[src/rtl/dmem_pkg.sv]
// Shared types and constants for the data-memory arbiter: access size codes,
// FSM state encoding, memory lane mask and alignment helpers.
package dmem_pkg;

    typedef enum logic [1:0] {
        SZ_BYTE = 2'd0,
        SZ_HALF = 2'd1,
        SZ_WORD = 2'd2,
        SZ_RSVD = 2'd3
    } size_e;

    typedef enum logic [2:0] {
        ST_IDLE   = 3'd0,
        ST_ACC    = 3'd1,
        ST_RMW_RD = 3'd2,
        ST_RMW_WR = 3'd3,
        ST_DONE   = 3'd4
    } state_e;

    localparam logic [3:0] MEM_LANE_MASK = 4'b1111;

    // Reserved size behaves as a word, so it shares the word alignment rule.
    function automatic logic is_misaligned(input size_e size, input logic [1:0] addr_lo);
        case (size)
            SZ_BYTE: return 1'b0;
            SZ_HALF: return addr_lo[0];
            default: return addr_lo != 2'b00;
        endcase
    endfunction

    function automatic logic needs_rmw(input logic we, input size_e size, input logic [1:0] addr_lo);
        return we && ((size == SZ_BYTE) || (size == SZ_HALF)) && !is_misaligned(size, addr_lo);
    endfunction

endpackage

[src/rtl/dmem_arbiter_if.sv]
// Bundle of the two requester ports and the memory-side bus of the arbiter.
interface dmem_arbiter_if;

    logic        p0_req, p1_req;
    logic        p0_we, p1_we;
    logic [31:0] p0_addr, p1_addr;
    logic [1:0]  p0_size, p1_size;
    logic [31:0] p0_wdata, p1_wdata;
    logic        p0_gnt, p1_gnt;
    logic        p0_done, p1_done;
    logic [31:0] p0_rdata, p1_rdata;
    logic        p0_err, p1_err;

    logic        mem_ce, mem_we, mem_rd;
    logic [31:0] mem_addr;
    logic [31:0] mem_wdata;
    logic [3:0]  mem_w_mask, mem_r_mask;
    logic [31:0] mem_rdata;

    modport slave (
        input  p0_req, p1_req, p0_we, p1_we, p0_addr, p1_addr,
               p0_size, p1_size, p0_wdata, p1_wdata, mem_rdata,
        output p0_gnt, p1_gnt, p0_done, p1_done, p0_rdata, p1_rdata,
               p0_err, p1_err, mem_ce, mem_we, mem_rd, mem_addr,
               mem_wdata, mem_w_mask, mem_r_mask
    );

    modport master (
        output p0_req, p1_req, p0_we, p1_we, p0_addr, p1_addr,
               p0_size, p1_size, p0_wdata, p1_wdata, mem_rdata,
        input  p0_gnt, p1_gnt, p0_done, p1_done, p0_rdata, p1_rdata,
               p0_err, p1_err, mem_ce, mem_we, mem_rd, mem_addr,
               mem_wdata, mem_w_mask, mem_r_mask
    );

endinterface

[src/rtl/dmem_lane_align.sv]
// Combinational byte-lane steering: merges sub-word store data into a full
// word and extracts zero-extended, right-aligned load data.
module dmem_lane_align
    import dmem_pkg::*;
(
    input  size_e       size,
    input  logic [1:0]  addr_lo,
    input  logic [31:0] store_data,
    input  logic [31:0] old_word,
    input  logic [31:0] load_word,
    output logic [31:0] merged_word,
    output logic [31:0] load_data
);

    always_comb begin
        merged_word = old_word;
        load_data   = load_word;
        case (size)
            SZ_BYTE: begin
                merged_word[{addr_lo, 3'b000} +: 8] = store_data[7:0];
                load_data = {24'h0, load_word[{addr_lo, 3'b000} +: 8]};
            end
            SZ_HALF: begin
                merged_word[{addr_lo[1], 4'b0000} +: 16] = store_data[15:0];
                load_data = {16'h0, load_word[{addr_lo[1], 4'b0000} +: 16]};
            end
            default: begin
                merged_word = store_data;
                load_data   = load_word;
            end
        endcase
    end

endmodule

[src/rtl/dmem_arbiter.sv]
// Two-port round-robin data-memory arbiter; sub-word stores are performed as
// read-modify-write on a 32-bit word memory with one transaction in flight.
module dmem_arbiter
    import dmem_pkg::*;
(
    input  logic           clk,
    input  logic           rst,
    dmem_arbiter_if.slave  bus
);

    state_e      state_q, state_d;
    logic        last_q, last_d;
    logic        owner_q, owner_d;
    logic        we_q, we_d;
    size_e       size_q, size_d;
    logic [31:0] addr_q, addr_d;
    logic [31:0] wdata_q, wdata_d;
    logic [31:0] merge_q, merge_d;
    logic [31:0] rdata_q, rdata_d;

    logic        gnt0, gnt1;
    logic        mis;
    logic        done0, done1;
    logic [31:0] merged_word, load_data;
    logic        mem_ce, mem_we, mem_rd;
    logic [31:0] mem_addr, mem_wdata;

    assign mis = is_misaligned(size_q, addr_q[1:0]);

    dmem_lane_align u_lane_align (
        .size        (size_q),
        .addr_lo     (addr_q[1:0]),
        .store_data  (wdata_q),
        .old_word    (merge_q),
        .load_word   (bus.mem_rdata),
        .merged_word (merged_word),
        .load_data   (load_data)
    );

    // last_q names the port granted most recently; on contention the other wins.
    always_comb begin
        gnt0 = 1'b0;
        gnt1 = 1'b0;
        if (state_q == ST_IDLE) begin
            if (bus.p0_req && (!bus.p1_req || last_q)) begin
                gnt0 = 1'b1;
            end else if (bus.p1_req) begin
                gnt1 = 1'b1;
            end
        end
    end

    always_comb begin
        state_d   = state_q;
        last_d    = last_q;
        owner_d   = owner_q;
        we_d      = we_q;
        size_d    = size_q;
        addr_d    = addr_q;
        wdata_d   = wdata_q;
        merge_d   = merge_q;
        rdata_d   = rdata_q;
        mem_ce    = 1'b0;
        mem_we    = 1'b0;
        mem_rd    = 1'b0;
        mem_addr  = '0;
        mem_wdata = '0;
        case (state_q)
            ST_IDLE: begin
                if (gnt0 || gnt1) begin
                    owner_d = gnt1;
                    last_d  = gnt1;
                    if (gnt1) begin
                        we_d    = bus.p1_we;
                        size_d  = size_e'(bus.p1_size);
                        addr_d  = bus.p1_addr;
                        wdata_d = bus.p1_wdata;
                    end else begin
                        we_d    = bus.p0_we;
                        size_d  = size_e'(bus.p0_size);
                        addr_d  = bus.p0_addr;
                        wdata_d = bus.p0_wdata;
                    end
                    state_d = needs_rmw(we_d, size_d, addr_d[1:0]) ? ST_RMW_RD : ST_ACC;
                end
            end
            ST_ACC: begin
                if (!mis) begin
                    mem_ce   = 1'b1;
                    mem_addr = {addr_q[31:2], 2'b00};
                    if (we_q) begin
                        mem_we    = 1'b1;
                        mem_wdata = wdata_q;
                    end else begin
                        mem_rd = 1'b1;
                    end
                end
                rdata_d = (!mis && !we_q) ? load_data : '0;
                state_d = ST_DONE;
            end
            ST_RMW_RD: begin
                mem_ce   = 1'b1;
                mem_rd   = 1'b1;
                mem_addr = {addr_q[31:2], 2'b00};
                merge_d  = bus.mem_rdata;
                state_d  = ST_RMW_WR;
            end
            ST_RMW_WR: begin
                mem_ce    = 1'b1;
                mem_we    = 1'b1;
                mem_addr  = {addr_q[31:2], 2'b00};
                mem_wdata = merged_word;
                rdata_d   = '0;
                state_d   = ST_DONE;
            end
            ST_DONE: begin
                state_d = ST_IDLE;
            end
            default: begin
                state_d = ST_IDLE;
            end
        endcase
    end

    always_ff @(posedge clk or posedge rst) begin
        if (rst) begin
            state_q <= ST_IDLE;
            last_q  <= 1'b1;
            owner_q <= 1'b0;
            we_q    <= 1'b0;
            size_q  <= SZ_BYTE;
            addr_q  <= '0;
            wdata_q <= '0;
            merge_q <= '0;
            rdata_q <= '0;
        end else begin
            state_q <= state_d;
            last_q  <= last_d;
            owner_q <= owner_d;
            we_q    <= we_d;
            size_q  <= size_d;
            addr_q  <= addr_d;
            wdata_q <= wdata_d;
            merge_q <= merge_d;
            rdata_q <= rdata_d;
        end
    end

    assign done0 = (state_q == ST_DONE) && !owner_q;
    assign done1 = (state_q == ST_DONE) && owner_q;

    assign bus.p0_gnt     = gnt0;
    assign bus.p1_gnt     = gnt1;
    assign bus.p0_done    = done0;
    assign bus.p1_done    = done1;
    assign bus.p0_err     = done0 && mis;
    assign bus.p1_err     = done1 && mis;
    assign bus.p0_rdata   = done0 ? rdata_q : '0;
    assign bus.p1_rdata   = done1 ? rdata_q : '0;
    assign bus.mem_ce     = mem_ce;
    assign bus.mem_we     = mem_we;
    assign bus.mem_rd     = mem_rd;
    assign bus.mem_addr   = mem_addr;
    assign bus.mem_wdata  = mem_wdata;
    assign bus.mem_w_mask = MEM_LANE_MASK;
    assign bus.mem_r_mask = MEM_LANE_MASK;

endmodule

[src/flat_wrapper.sv]
// flat-port wrapper written by rule: the top's interface ports become plain ports
module dmem_arbiter_flat import dmem_pkg::*;
  (clk, rst, bus_p0_req, bus_p1_req, bus_p0_we, bus_p1_we, bus_p0_addr, bus_p1_addr, bus_p0_size, bus_p1_size, bus_p0_wdata, bus_p1_wdata, bus_mem_rdata, bus_p0_gnt, bus_p1_gnt, bus_p0_done, bus_p1_done, bus_p0_rdata, bus_p1_rdata, bus_p0_err, bus_p1_err, bus_mem_ce, bus_mem_we, bus_mem_rd, bus_mem_addr, bus_mem_wdata, bus_mem_w_mask, bus_mem_r_mask);
  dmem_arbiter_if bus_i ();
  input  logic clk;
  input  logic rst;
  input wire logic [$bits(bus_i.p0_req)-1:0] bus_p0_req;
  input wire logic [$bits(bus_i.p1_req)-1:0] bus_p1_req;
  input wire logic [$bits(bus_i.p0_we)-1:0] bus_p0_we;
  input wire logic [$bits(bus_i.p1_we)-1:0] bus_p1_we;
  input wire logic [$bits(bus_i.p0_addr)-1:0] bus_p0_addr;
  input wire logic [$bits(bus_i.p1_addr)-1:0] bus_p1_addr;
  input wire logic [$bits(bus_i.p0_size)-1:0] bus_p0_size;
  input wire logic [$bits(bus_i.p1_size)-1:0] bus_p1_size;
  input wire logic [$bits(bus_i.p0_wdata)-1:0] bus_p0_wdata;
  input wire logic [$bits(bus_i.p1_wdata)-1:0] bus_p1_wdata;
  input wire logic [$bits(bus_i.mem_rdata)-1:0] bus_mem_rdata;
  output wire logic [$bits(bus_i.p0_gnt)-1:0] bus_p0_gnt;
  output wire logic [$bits(bus_i.p1_gnt)-1:0] bus_p1_gnt;
  output wire logic [$bits(bus_i.p0_done)-1:0] bus_p0_done;
  output wire logic [$bits(bus_i.p1_done)-1:0] bus_p1_done;
  output wire logic [$bits(bus_i.p0_rdata)-1:0] bus_p0_rdata;
  output wire logic [$bits(bus_i.p1_rdata)-1:0] bus_p1_rdata;
  output wire logic [$bits(bus_i.p0_err)-1:0] bus_p0_err;
  output wire logic [$bits(bus_i.p1_err)-1:0] bus_p1_err;
  output wire logic [$bits(bus_i.mem_ce)-1:0] bus_mem_ce;
  output wire logic [$bits(bus_i.mem_we)-1:0] bus_mem_we;
  output wire logic [$bits(bus_i.mem_rd)-1:0] bus_mem_rd;
  output wire logic [$bits(bus_i.mem_addr)-1:0] bus_mem_addr;
  output wire logic [$bits(bus_i.mem_wdata)-1:0] bus_mem_wdata;
  output wire logic [$bits(bus_i.mem_w_mask)-1:0] bus_mem_w_mask;
  output wire logic [$bits(bus_i.mem_r_mask)-1:0] bus_mem_r_mask;
  assign bus_i.p0_req = bus_p0_req;
  assign bus_i.p1_req = bus_p1_req;
  assign bus_i.p0_we = bus_p0_we;
  assign bus_i.p1_we = bus_p1_we;
  assign bus_i.p0_addr = bus_p0_addr;
  assign bus_i.p1_addr = bus_p1_addr;
  assign bus_i.p0_size = bus_p0_size;
  assign bus_i.p1_size = bus_p1_size;
  assign bus_i.p0_wdata = bus_p0_wdata;
  assign bus_i.p1_wdata = bus_p1_wdata;
  assign bus_i.mem_rdata = bus_mem_rdata;
  assign bus_p0_gnt = bus_i.p0_gnt;
  assign bus_p1_gnt = bus_i.p1_gnt;
  assign bus_p0_done = bus_i.p0_done;
  assign bus_p1_done = bus_i.p1_done;
  assign bus_p0_rdata = bus_i.p0_rdata;
  assign bus_p1_rdata = bus_i.p1_rdata;
  assign bus_p0_err = bus_i.p0_err;
  assign bus_p1_err = bus_i.p1_err;
  assign bus_mem_ce = bus_i.mem_ce;
  assign bus_mem_we = bus_i.mem_we;
  assign bus_mem_rd = bus_i.mem_rd;
  assign bus_mem_addr = bus_i.mem_addr;
  assign bus_mem_wdata = bus_i.mem_wdata;
  assign bus_mem_w_mask = bus_i.mem_w_mask;
  assign bus_mem_r_mask = bus_i.mem_r_mask;
  dmem_arbiter u_core (.clk(clk), .rst(rst), .bus(bus_i));
endmodule
[config.mk]
export PLATFORM = sky130hd
export DESIGN_NAME = dmem_arbiter_flat
export DESIGN_NICKNAME = d
export VERILOG_FILES = /design/src/rtl/dmem_pkg.sv /design/src/rtl/dmem_arbiter_if.sv /design/src/rtl/dmem_lane_align.sv /design/src/rtl/dmem_arbiter.sv /design/src/flat_wrapper.sv
export SDC_FILE = /design/constraint.sdc
export NUM_CORES = 1
export LEC_CHECK = 0
export BUFFER_PORTS_ARGS = -buffer_cell sky130_fd_sc_hd__buf_2
export CAP_MARGIN = 20
export CORE_MARGIN = 8
export CORE_UTILIZATION = 41
export DETAILED_ROUTE_END_ITERATION = 10
export GPL_TIMING_DRIVEN = 0
export PLACE_DENSITY_LB_ADDON = 0.15
export RECOVER_POWER = 50
export SLEW_MARGIN = 20
export SYNTH_ARGS = -nofsm -noshare
export SYNTH_HDL_FRONTEND = slang
export SYNTH_SLANG_ARGS = --single-unit
[constraint.sdc]
create_clock -name clk -period 4.6 [get_ports clk]
set_clock_uncertainty 0.15 [all_clocks]
set_input_delay 0.23 -clock clk [delete_from_list [all_inputs] [get_ports clk]]
set_output_delay 0.23 -clock clk [all_outputs]
set_load 0.05 [all_outputs]
==> Implementation_results.wiki <==
{| class="wikitable"
! Metric !! Value
|-
| Post-synthesis instance total || 983
|-
| Top-level port count || 315
|-
| Number of buffers inserted during clock tree synthesis || 17
|-
| Outcome || finished, violations left
|-
| Overall track demand over capacity in global routing || 27.0%
|-
| Cell area after synthesis || 8750 um^2
|-
| Failing checks || capacitance limit, slew limit
|-
| Slew at the pin with the worst max-slew slack || 3010 ps
|-
| Number of vias per cell after detailed routing || 5.40
|-
| Insertion delay of the later-clocked pin in the worst-skew pair || 430 ps
|-
| Final cell count without fillers || 1762
|-
| Kind of path behind the tightest hold check || primary input to flop
|-
| Wire length of the first global-routing pass || 55.4 mm
|-
| Cells resized by post-CTS repair || 0
|-
| Flops & latches, synth || 136
|-
| Count of port buffers added during placement || 304
|-
| Pre-Repair DR Iteration Count || 7
|-
| Total congestion overflow || 0
|-
| Endpoint required time on the critical path || 4220 ps
|-
| Number of flops mapped to enable cells by yosys || 0
|-
| Data arrival time of the worst path || 3760 ps
|-
| Final-report max-slew violation count || 64
|-
| Core Util, Final || 60.9%
|-
| Antenna violations before repair || 0
|-
| Buffer cell driving the clock tree root || sky130_fd_sc_hd__clkbuf_16
|-
| Count of distinct cell types in the synthesized netlist || 56
|-
| Number of buffers added for setup after CTS || 0
|-
| Final weighted congestion of routability-driven global placement || 0.904
|-
| Number of antenna diodes || 0
|-
| Reg clk slew, reported paths || 70 ps
|-
| Worst Setup End Kind || primary output
|-
| Starting DRT DRC Count || 615
|-
| Proportion of register bits with asynchronous set or reset after synthesis || 100%
|-
| Routed vias || 9508
|-
| Ys Warns || 0
|-
| Number of endpoints with negative hold slack in the final report || 0
|-
| Final net count || 1649
|-
| Starting density of the core || 41.7%
|-
| CTS H-Tree Depth || 4
|-
| Multi-input gate area || 4780 um^2
|-
| Critical path type || flop to primary output
|-
| DP Cell Count || 1571
|-
| Count of standard-cell rows || 53
|-
| Placed wire-length estimate after detailed placement || 25.9 mm
|-
| Share of cells above drive strength 1 || 26.4%
|-
| Post-Synthesis Mean Instance Area || 8.90 um^2
|-
| Period Utilization, post-route || 90.1%
|-
| Leakage power || 6.38 nW
|-
| Synth Flop Type || sky130_fd_sc_hd__dfrtp_1
|-
| Antenna-violating nets left || 0
|-
| Aggregate negative setup slack || 0 ps
|-
| Area of the core || 21000 um^2
|-
| Post-route minimum period || 4140 ps
|-
| Worst ir drop on vdd || 0.355 mV
|-
| Final worst-path setup slack || 456 ps
|-
| Power density over the cells || 686 nW/um^2
|-
| Number of failing setup endpoints in the final timing report || 0
|-
| Layout fillers || 1852
|-
| Detail-routed net length per standard cell || 20.3 um
|-
| Top fanout value on the critical path || 12
|-
| Unrepaired setup endpoints after global routing || false
|-
| Via count of the first global-routing pass || 9750
|-
| Max transition margin || -102%
|-
| Area taken by flip-flops and latches || 3400 um^2
|-
| Upper clock frequency limit || 241 MHz
|-
| Overall die area || 26300 um^2
|-
| TritonCTS clock tree || yes
|-
| Max-cap violation count || 1
|-
| Clock Sinks || 136
|-
| Number of buffers on the longest clock path || 2
|-
| Relative area change from synthesis to final layout || 45.9%
|-
| Die W || 162 um
|-
| Total wire length after detailed routing || 35.8 mm
|-
| Sequential share of the synthesized area || 38.9%
|-
| Largest net degree at the start of global routing || 74
|-
| Vert. Die Dim || 162 um
|-
| Startpoint types || flop
|-
| Number of hold buffers added after CTS || 159
|-
| Pre-CTS setup slack || 968 ps
|-
| DRC violation count after routing || 0
|}
-- layout make-up --
type / count / area share [%]
Buffer: 94 / 3.57
Clock buffer: 17 / 3.33
Clock inverter: 15 / 1.03
Inverter: 23 / 0.686
Multi-Input combinational cell: 738 / 37.5
Sequential cell: 136 / 26.7
Tap cell: 275 / 2.70
Timing Repair Buffer: 464 / 24.5
-- stage by stage --
stage          cell area [um^2]  hold WS (ps)  total power [W]
6_report                  12800          5.97          0.00875
5_1_grt                   12800          10.9          0.00932
4_1_cts                   12800         0.519          0.00876
3_5_place_dp              10700           148          0.00716
3_3_place_gp              10600           303          0.00708
2_1_floorplan              8780           183          0.00572
-- logic make-up after synthesis --
| family | after synthesis | synth area share (%) |
|---|---|---|
| multiplexers | 107 | 12.6 |
| adder cells (fa/ha/maj) | 5 | 0.715 |
| buffers and inverters | 117 | 6.57 |
| flip-flops | 136 | 38.9 |
| AO/OA/AOI/OAI | 291 | 21.4 |
| other | 2 | 0.0859 |
| AND/OR/NAND/NOR | 325 | 19.7 |
-- power breakdown --
| group | switching (W) | internal, W | leakage [nW] | total [W] |
|---|---|---|---|---|
| clock network | 0.000611 | 0.000712 | 0.268 | 0.00132 |
| registers | 0.000609 | 0.00180 | 1.70 | 0.00241 |
| logic | 0.00324 | 0.00178 | 4.41 | 0.00502 |
-- worst max-delay path, cell delays in order (launching register included) --
cell	delay, ps
sky130_fd_sc_hd__dfrtp_1	590
sky130_fd_sc_hd__inv_1	200
sky130_fd_sc_hd__clkbuf_1	350
sky130_fd_sc_hd__ha_1	360
sky130_fd_sc_hd__buf_2	230
sky130_fd_sc_hd__nor4_2	710
sky130_fd_sc_hd__a31oi_1	160
sky130_fd_sc_hd__o21ai_0	370
sky130_fd_sc_hd__buf_2	360
-- registers in the layout (all words and copies together), names as in the netlist --
name	count
u_core.state_q	3
u_core.last_q	1
u_core.wdata_q	32
u_core.size_q	2
u_core.merge_q	32
u_core.we_q	1
u_core.addr_q	32
u_core.rdata_q	32
u_core.owner_q	1
-- per-layer routing --
layer / GRT usage (%) / wire [um] / share of wire, % / up-vias
li1: - / - / - / 4459
met1: 33.3 / 14600 / 41 / 4524
met2: 44.7 / 17200 / 48 / 454
met3: 6.78 / 2910 / 8.1 / 71
met4: 10.1 / 1050 / 2.9 / 0
met5: 0 / 0 / 0 / -
-- synth_stat cells, types with 15 or more instances --
master                       n  area share [%]
sky130_fd_sc_hd__mux2i_1    84             9.6
sky130_fd_sc_hd__dfrtp_1   135              39
sky130_fd_sc_hd__mux2_2     23             3.0
sky130_fd_sc_hd__a22o_1     26             2.6
sky130_fd_sc_hd__inv_1      22            0.94
sky130_fd_sc_hd__nand2_1   134             5.8
sky130_fd_sc_hd__nor2b_1    51             3.6
sky130_fd_sc_hd__a31oi_1    15             1.1
sky130_fd_sc_hd__o21ai_0   121             6.9
sky130_fd_sc_hd__nor2_1     22            0.94
sky130_fd_sc_hd__buf_2      21             1.2
sky130_fd_sc_hd__a21oi_1    21             1.2
sky130_fd_sc_hd__clkbuf_1   49             2.1
sky130_fd_sc_hd__and2_1     64             4.6
sky130_fd_sc_hd__a22oi_1    32             2.7
-- layout by cell type (no fill, tap or decap), types with 21 or more instances in the layout --
| master | count |
|---|---|
| sky130_fd_sc_hd__inv_1 | 21 |
| sky130_fd_sc_hd__dfrtp_1 | 135 |
| sky130_fd_sc_hd__nor2b_1 | 51 |
| sky130_fd_sc_hd__buf_2 | 311 |
| sky130_fd_sc_hd__and2_1 | 64 |
| sky130_fd_sc_hd__a21oi_1 | 21 |
| sky130_fd_sc_hd__o21ai_0 | 124 |
| sky130_fd_sc_hd__mux2i_1 | 84 |
| sky130_fd_sc_hd__nand2_1 | 134 |
| sky130_fd_sc_hd__clkbuf_1 | 67 |
| sky130_fd_sc_hd__a22o_1 | 26 |
| sky130_fd_sc_hd__mux2_2 | 23 |
| sky130_fd_sc_hd__nor2_1 | 22 |
| sky130_fd_sc_hd__a22oi_1 | 32 |
| sky130_fd_sc_hd__dlygate4sd3_1 | 159 |
-- worst paths after layout --
kind	from	end	slack, ps	depth (start not counted)
max in group asynchronous	rst	u_core.wdata_q[12]	1880	3
worst min register to register	u_core.addr_q[25]	u_core.addr_q[25]	320	2
worst max-delay path	u_core.addr_q[1]	bus_mem_wdata[27]	460	8
worst min-delay path	bus_p1_wdata[28]	u_core.wdata_q[28]	6	3
min in group asynchronous	rst	u_core.addr_q[3]	1060	3
worst max register to register	u_core.state_q[0]	u_core.addr_q[0]	1350	8
(Power assumes the default switching activity.)
